[src/rtl/serial_subtractor.sv]
// ---------------------------------------------------------------------------
// serial_subtractor
//   Bit-serial N-bit subtractor: diff = A - B (mod 2^N), one bit per clock,
//   LSB first, through a single borrow flip-flop. A start/busy/done handshake
//   frames each operation. diff/bout (and ovf) change only on the completing
//   edge, so a consumer never observes a partial result.
//
// Parameters
//   N      operand and result width in bits (N >= 2)
//
// Ports
//   clk    in   rising-edge clock
//   rst_n  in   asynchronous active-low reset; clears all state
//   start  in   request a subtraction (accepted in IDLE or DONE)
//   A      in   [N] minuend, captured on the accepting edge only
//   B      in   [N] subtrahend, captured on the accepting edge only
//   busy   out  high while a subtraction is in progress
//   done   out  one-cycle pulse when diff/bout become valid
//   diff   out  [N] A - B modulo 2^N, held until the next result
//   bout   out  final borrow (1 when unsigned A < B)
//   ovf    out  signed overflow of A - B (only with SERIAL_SUB_OVF_EN)
//
// Configuration
//   SERIAL_SUB_OVF_EN  when defined, adds the ovf output port and its flop.
// ---------------------------------------------------------------------------
module serial_subtractor #(
  parameter int N = 6
) (
  input  logic         clk,
  input  logic         rst_n,
  input  logic         start,
  input  logic [N-1:0] A,
  input  logic [N-1:0] B,
  output logic         busy,
  output logic         done,
  output logic [N-1:0] diff,
  output logic         bout
`ifdef SERIAL_SUB_OVF_EN
  ,
  output logic         ovf
`endif
);

  localparam int CW = (N > 1) ? $clog2(N) : 1;
  localparam logic [CW-1:0] LAST = CW'(N - 1);

  typedef enum logic [1:0] {
    S_IDLE  = 2'd0,
    S_SHIFT = 2'd1,
    S_DONE  = 2'd2
  } state_t;

  state_t        state_q, state_d;
  logic [CW-1:0] cnt_q, cnt_d;
  logic          borrow_q, borrow_d;
  logic [N-1:0]  sa_q, sa_d;
  logic [N-1:0]  sb_q, sb_d;
  logic [N-1:0]  res_q, res_d;
  logic [N-1:0]  diff_q, diff_d;
  logic          bout_q, bout_d;
  logic          busy_q, busy_d;
  logic          done_q, done_d;
`ifdef SERIAL_SUB_OVF_EN
  logic          ovf_q, ovf_d;
`endif

  // One full-subtractor slice operating on the current LSBs.
  logic         bit_a, bit_b, d_bit, borrow_nx;
  logic [N-1:0] res_shift;

  assign bit_a     = sa_q[0];
  assign bit_b     = sb_q[0];
  assign d_bit     = bit_a ^ bit_b ^ borrow_q;
  assign borrow_nx = (~bit_a & bit_b) | (~(bit_a ^ bit_b) & borrow_q);
  // Result bits enter from the MSB side so after N shifts bit 0 sits at [0].
  assign res_shift = {d_bit, res_q[N-1:1]};

  always_comb begin
    state_d  = state_q;
    cnt_d    = cnt_q;
    borrow_d = borrow_q;
    sa_d     = sa_q;
    sb_d     = sb_q;
    res_d    = res_q;
    diff_d   = diff_q;
    bout_d   = bout_q;
    busy_d   = busy_q;
    done_d   = 1'b0;
`ifdef SERIAL_SUB_OVF_EN
    ovf_d    = ovf_q;
`endif

    case (state_q)
      S_IDLE, S_DONE: begin
        busy_d  = 1'b0;
        state_d = S_IDLE;
        if (start) begin
          sa_d     = A;
          sb_d     = B;
          res_d    = '0;
          borrow_d = 1'b0;
          cnt_d    = '0;
          busy_d   = 1'b1;
          state_d  = S_SHIFT;
        end
      end

      S_SHIFT: begin
        borrow_d = borrow_nx;
        res_d    = res_shift;
        sa_d     = {1'b0, sa_q[N-1:1]};
        sb_d     = {1'b0, sb_q[N-1:1]};
        cnt_d    = cnt_q + CW'(1);
        if (cnt_q == LAST) begin
          diff_d  = res_shift;
          bout_d  = borrow_nx;
`ifdef SERIAL_SUB_OVF_EN
          // At the last bit, bit_a/bit_b are the operand sign bits and d_bit
          // is the result sign bit.
          ovf_d   = (bit_a ^ bit_b) & (d_bit ^ bit_a);
`endif
          cnt_d   = '0;
          busy_d  = 1'b0;
          done_d  = 1'b1;
          state_d = S_DONE;
        end
      end

      default: begin
        busy_d  = 1'b0;
        state_d = S_IDLE;
      end
    endcase
  end

  always_ff @(posedge clk or negedge rst_n) begin
    if (!rst_n) begin
      state_q  <= S_IDLE;
      cnt_q    <= '0;
      borrow_q <= 1'b0;
      sa_q     <= '0;
      sb_q     <= '0;
      res_q    <= '0;
      diff_q   <= '0;
      bout_q   <= 1'b0;
      busy_q   <= 1'b0;
      done_q   <= 1'b0;
`ifdef SERIAL_SUB_OVF_EN
      ovf_q    <= 1'b0;
`endif
    end else begin
      state_q  <= state_d;
      cnt_q    <= cnt_d;
      borrow_q <= borrow_d;
      sa_q     <= sa_d;
      sb_q     <= sb_d;
      res_q    <= res_d;
      diff_q   <= diff_d;
      bout_q   <= bout_d;
      busy_q   <= busy_d;
      done_q   <= done_d;
`ifdef SERIAL_SUB_OVF_EN
      ovf_q    <= ovf_d;
`endif
    end
  end

  assign busy = busy_q;
  assign done = done_q;
  assign diff = diff_q;
  assign bout = bout_q;
`ifdef SERIAL_SUB_OVF_EN
  assign ovf  = ovf_q;
`endif

endmodule
[config.mk]
export PLATFORM = sky130hd
export DESIGN_NAME = serial_subtractor
export DESIGN_NICKNAME = d
export VERILOG_FILES = /design/src/rtl/serial_subtractor.sv
export SDC_FILE = /design/constraint.sdc
export NUM_CORES = 1
export LEC_CHECK = 0
export ABC_AREA = 0
export CAP_MARGIN = 20
export CORE_ASPECT_RATIO = 1.75
export CORE_MARGIN = 2
export CORE_UTILIZATION = 46
export CTS_CLUSTER_DIAMETER = 150
export DETAILED_ROUTE_END_ITERATION = 10
export PLACE_DENSITY = 0.77
export SYNTH_ARGS = -nofsm -noshare
export SYNTH_HDL_FRONTEND = slang
export SYNTH_SLANG_ARGS = --single-unit
[constraint.sdc]
create_clock -name clk -period 1.25 [get_ports clk]
set_input_delay 0.125 -clock clk [delete_from_list [all_inputs] [get_ports clk]]
set_output_delay 0.125 -clock clk [all_outputs]
set_load 0.05 [all_outputs]
Yosys cells after proc, flatten, opt, wreduce, memory -nomap -nowiden --
Index checks and enable logic that the tools add are counted.
Word-level totals: flip-flop bits (word level) 33, word-level logic and storage cells 47, bits of input ports 15
Operators by class: add/sub/neg operators 1, bitwise logic cells 7, reduce and logical (&&, ||, !) cells 5, mux-type cells 19, eq/ne operators 5
Operators by type and width (number):
- 6-bit case mux with 2 select lines | 3
- 6-bit 2-to-1 mux | 3
- 1-bit 2-to-1 mux | 6
- 3-bit 2-to-1 mux | 2
- 3-bit case mux with 2 select lines | 1
- 2-bit != test, second input constant | 2
- 1-bit case mux with 2 select lines | 2
- 2-bit case mux with 2 select lines | 1
- 2-bit AND reduction | 2
- 3-bit by 1-bit adder with 3-bit output, second input constant | 1
- 3-bit == test, second input constant | 1
- 1-bit AND | 2
- 2-bit by 1-bit == test with 1-bit output, second input constant | 1
- 2-bit == test, second input constant | 1
- 2-bit logical NOT | 1
- 2-bit 2-to-1 mux | 1
- 1-bit NOT | 2
- 2-bit nonzero test | 1
- 2-bit OR reduction | 1
- 1-bit XOR | 2
- 1-bit OR | 1

Logic depth before layout (Yosys ltp) --
depth in word-level cells 5, gate-level depth with buffers 5

Worst setup path after synthesis --
Ideal clock, no wire load.
kind register -> register, from register sa_q[0], to register diff_q[5], in the netlist diff[5], data arrival time 1116 ps, stages on the path, launching flop included 3, data required time 1125 ps, path slack 9 ps, buffers on the path 0, period minus slack after synthesis 1241 ps, cells stage by stage dfrtp_1 fa_1 mux2_2
On the way: longest elaborated chain between the ends 2
Ends and longest elaborated chain:
- start: declaration | line 56 | logic [N-1:0] sa_q, sa_d;
- start signal: assignment | line 141 | sa_q <= '0;
- start signal: assignment | line 155 | sa_q <= sa_d;
- 1-bit XOR (2 in series) | line 73 | assign d_bit = bit_a ^ bit_b ^ borrow_q;
- named net d_bit | line 68 | logic bit_a, bit_b, d_bit, borrow_nx;
- end signal: assignment | line 158 | diff_q <= diff_d;
- end: declaration | line 59 | logic [N-1:0] diff_q, diff_d;
The timed path passes the listed nets, and every way through them passes these cells. A chain may end at the register's enable or synchronous reset.

Worst setup path after layout --
from register sb_q[0], to register diff_q[5], in the netlist diff[5]
On the way: longest elaborated chain between the ends 2
Ends and longest elaborated chain:
- start: declaration | line 57 | logic [N-1:0] sb_q, sb_d;
- start signal: assignment | line 142 | sb_q <= '0;
- start signal: assignment | line 156 | sb_q <= sb_d;
- 1-bit XOR (2 in series) | line 73
- named net d_bit | line 68
The timed path passes the listed nets, and every way through them passes these cells.

==> results.md <==
- The flow ran to the end, but the final reports show violations.
- The final reports fail on setup timing.
- The sequential cell area fraction in the yosys report is about three fifths.
- Summing the areas of all xor and xnor instances in the mapped netlist gives 0% of the synthesized area.
- The count of placed standard cells in the final layout, fillers left out is approximately 180.
- The die covers roughly 3400 sq um.
- Dividing total power by cell area gives a power density of slightly below 3000 nW/um^2.
- Input and output buffers added on the ports amount to 23.
- The worst setup path is launched from a flop.
- The share of total power dissipated in the clock network is between 10% and 20%.
- The critical path start-end classification is flop to flop.
- The clock arrives with 0.00796 ns of skew.
- The data required time of the worst path is between 1 and 1.5 ns.
- The total cell area at the placement stage is about 1700 sq um.
- The post-synthesis to final-layout area growth is 47.7%.
- After Yosys synthesis, and, or, nand and nor cells account for approximately 17% of the synthesized area.
- The worst register-to-register path has a setup slack of -0.03 ns.
- The synthesized design contains 32 register bits.
- The cell sitting at the root of the clock tree is a sky130_fd_sc_hd__clkbuf_8.
- The TritonCTS clock tree is built.
- The nature of the critical path endpoint is a flop.
- The cell count after synthesis came out at around 120.
- The count of final setup violators is 5.
- The number of iterations in the first detailed-routing pass is 4.
- The number of global-route vias before repair is 1,039.
- The number of sinks driven by the clock tree is 32.
- The number of violations of the max-capacitance limit is 0.
- After clock tree synthesis, the flow added hold-fix buffers numbering 0.
- At the end of routability-driven placement, the weighted congestion stood at about 0.7.
- Detailed routing inserted a total of 1,013 vias.
- 0 antenna diodes ended up in the layout.
- The measured slew at the worst slew-check pin is between 0.2 and 0.3 ns.
- The vertical die dimension is around 75 um.
- The placeable core region is 2720 sq um.
- The total number of placement rows is 25.
- The global routing usage summed across all routing layers is about 20%.
- The per-instance average area after synthesis is between 10 and 15 sq um.
- The multiplexer share of the synthesized area is roughly 6%.
- The horizontal die dimension is around 45 um.
- The count of nets left with antenna violations once routing finished came out at 0.
- The worst-path cell with the longest stage delay is sky130_fd_sc_hd__fa_1.
- The combinational power share is between 50% and 60%.
- The critical path goes through inv_2, fa_1, mux2_4.
- The total grt overflow is 0.
- The power after layout is roughly 5.7 mW.
- TritonCTS created 5 clock buffers.
- The fraction of final layout cells with drive strength greater than 1 is 30.6%.
- The later pin in the worst-skew pair is clocked with a latency of approximately 0.28 ns.
- The H-tree was split into 2 levels.
- Setup repair after global routing could not meet its margin everywhere.
- The post-detailed-routing wire length is approximately 2800 um.
- The analysis attributes to net switching a power of 2.14 mW.
- Summing the areas of all compound-gate instances in the mapped netlist gives between 10 and 15% of the synthesized area.
- The DRC violation count after routing is 0.
- In this run, the number of DRC markers left after iteration 0 of detailed routing was 8.
- VDD sags by at most 1430 uV.
- The effective utilization at floorplan is roughly 49%.
- For the finished layout, the period the worst path requires is roughly 1.3 ns.
- For this run, the slowest stage of the critical path takes between 0.4 and 0.5 ns.
- In this run the worst hold path is classified as input port to async pin.
- The placed instance count is 169.
- In this run the static leakage power is just over 0.9 nW.
- The highest clock rate is slightly below 800 MHz.
- Setup slack on the critical path of the routed design comes to -0.0335 ns.
- The Yosys step of the flow raised 0 warnings.
- By area, the combinational part of the netlist is dominated by simple AND/OR/NAND/NOR gates.
- When the netlist entered floorplanning its net count stood at between 100 and 150.
- Of the total power, the share spent switching nets is ~37%.
- The relative slew slack is between 70% and 80%.
- The initial antenna violation count was 0.
- Counting distinct cell types in the post-synthesis netlist gives 22.
- The adder-cell share of the synthesized area is 1.51%.
- The number of pins exceeding their max-slew limit in the final report is 0.
- The worst reg-to-reg path cell count is 3.
- The half-perimeter wire length of the detailed placement result is around 1800 um.
- Sequential cells burn 33.2% of the power.
- After clock tree synthesis, the clock-pin slew on the worst setup and hold paths is 0.07 ns.
- The post-synthesis cell area is about 1300 sq um.
- The number of fill cells is a little under 200.
- The final design area excluding fillers is ~2000 sq um.
- The design internal power is 3.60 mW.
- The hold violation total from the final report came to 0.
- In the routed layout, each cell is associated on average with a via count of between 5 and 6.
- After the last flow step, the layout net total stands at roughly 170.
- In the final routed layout, each cell accounts on average for between 15 and 20 um.
- No sink is reached through more buffers than the 2 on the longest clock path.
- The final sum of negative setup slack is -0.0907 ns.
- The first global-routing pass estimated around 4700 um of wire.
- The largest net degree at the start of global routing is 33.
- The I/O pin count is 24.
- In this run the worst path has a maximum fanout of 2.
- The startpoint of the worst-slack reg-to-reg timing path is sb_q[0]$_DFFE_PN0P_.
- The data arrival at the endpoint of the critical path is 1.45 ns.
- The worst path uses 103% of the clock period.
- The endpoint of the worst-slack reg-to-reg timing path is diff[5]$_DFFE_PN0P_.
==> repair_timing <==
item	CTS	global route
setup buffers	2	5
resized for setup	9	8
endpoints found under the setup margin	8	20
pin swaps	2	2
endpoints found under the hold margin	0	0
==> final cells by class <==
type	count	area [sq um]	area share, %
sequential	32	802	40.8
multi-input combinational	76	537	27.3
timing repair buffer	39	477	24.3
clock buffer	6	72.6	3.69
clock inverter	2	35.0	1.78
tap	27	33.8	1.72
inverter	2	7.51	0.382
==> layout by cell type (no fill, tap or decap), drive strengths merged <==
master / netlist / final
dfrtp: 32 / 32
buf: 6 / 25
nand2: 23 / 23
clkdlybuf4s50: 0 / 14
nor2: 14 / 14
a31oi: 10 / 10
a22o: 8 / 8
mux2: 6 / 6
clkbuf: 0 / 6
nor2b: 3 / 3
inv: 2 / 2
o21ai: 2 / 2
nand3: 2 / 2
nand2b: 2 / 2
nand3b: 1 / 1
o31ai: 1 / 1
mux2i: 1 / 1
a32o: 1 / 1
o2bb2ai: 1 / 1
fa: 1 / 1
bufinv: 0 / 1
clkinv: 0 / 1
==> power by group through the flow <==
stage	clock network, mW	logic, mW	registers, mW
2_1_floorplan	0	1.14	2.21
3_3_place_gp	0	2.47	1.86
3_5_place_dp	0	2.55	1.89
4_1_cts	0.981	2.68	1.89
5_1_grt	1.03	3.12	1.97
6_report	0.952	2.89	1.91
==> cell families after synthesis <==
family                     Yosys count
and+or+nand+nor                     45
adders and majority gates            1
AOI/OAI and AO/OA                   23
muxes                                7
buffers and inverters                8
DFF                                 32
==> cell usage after synthesis <==
master                      count  area share, %
sky130_fd_sc_hd__dfrtp_1       32             60
sky130_fd_sc_hd__nand2_1       23            6.5
sky130_fd_sc_hd__nor2_1        12            3.4
sky130_fd_sc_hd__a31oi_1       10            4.7
sky130_fd_sc_hd__a22o_1         8            5.3
sky130_fd_sc_hd__mux2_2         6            5.1
sky130_fd_sc_hd__buf_2          4            1.5
sky130_fd_sc_hd__buf_4          2            1.1
sky130_fd_sc_hd__inv_1          2           0.56
sky130_fd_sc_hd__nand3_1        2           0.75
sky130_fd_sc_hd__nor2_4         2            1.7
sky130_fd_sc_hd__nor2b_1        2           0.94
sky130_fd_sc_hd__o21ai_0        2           0.75
sky130_fd_sc_hd__a32o_1         1           0.75
sky130_fd_sc_hd__fa_1           1            1.5
sky130_fd_sc_hd__mux2i_1        1           0.75
sky130_fd_sc_hd__nand2b_1       1           0.47
sky130_fd_sc_hd__nand2b_2       1           0.66
sky130_fd_sc_hd__nand3b_4       1            1.5
sky130_fd_sc_hd__nor2b_2        1           0.66
sky130_fd_sc_hd__o2bb2ai_1      1           0.66
sky130_fd_sc_hd__o31ai_1        1           0.56
==> per-stage QoR <==
stage | utilization, % | setup slack [ns] | hold WS, ns
after detailed placement | 64.0 | -0.142 | 0.481
after CTS | 69.7 | -0.0290 | 0.209
final | 72.2 | -0.0335 | 0.219
after global placement | 64.0 | -0.109 | 0.481
after global routing | 72.2 | -0.0770 | 0.224
after floorplan | - | 0.00891 | -0.171
==> flip-flops by register name, indices dropped and copies added (netlist names) <==
signal / flops
cnt_q: 3
res_q: 5
done: 1
busy: 1
borrow_q: 1
sb_q: 6
sa_q: 6
bout: 1
state_q: 2
diff: 6
==> how the worst max path moves through the flow <==
stage | startpoint | endpoint | depth (start not counted) | slack [ns]
CTS | borrow_q$_DFFE_PN0P_ | diff[5]$_DFFE_PN0P_ | 3 | -0.03
global route | cnt_q[1]$_DFFE_PN0P_ | diff[3]$_DFFE_PN0P_ | 4 | -0.08
global placement | start | sa_q[4]$_DFFE_PN0P_ | 5 | -0.11
finish | sb_q[0]$_DFFE_PN0P_ | diff[5]$_DFFE_PN0P_ | 3 | -0.03
detailed placement | start | sa_q[1]$_DFFE_PN0P_ | 5 | -0.14
floorplan | sa_q[0]$_DFFE_PN0P_ | diff[5]$_DFFE_PN0P_ | 2 | 0.009
==> layer usage <==
layer  share of wire (%)  global-route usage, %  wire length (um)
met5                   0                      0                 0
met4                 3.2                   11.4                91
met3                 3.8                   5.04               106
met2                  54                   34.8              1520
met1                  39                   21.6              1090
==> worst max-delay path, delay by kind of cell, from the launching register on <==
kind	cells	cell delay [ns]
mux	1	0.27
buf+inv	1	0.04
flops	1	0.36
fa+ha+maj	1	0.49
(Power assumes the default switching activity.)
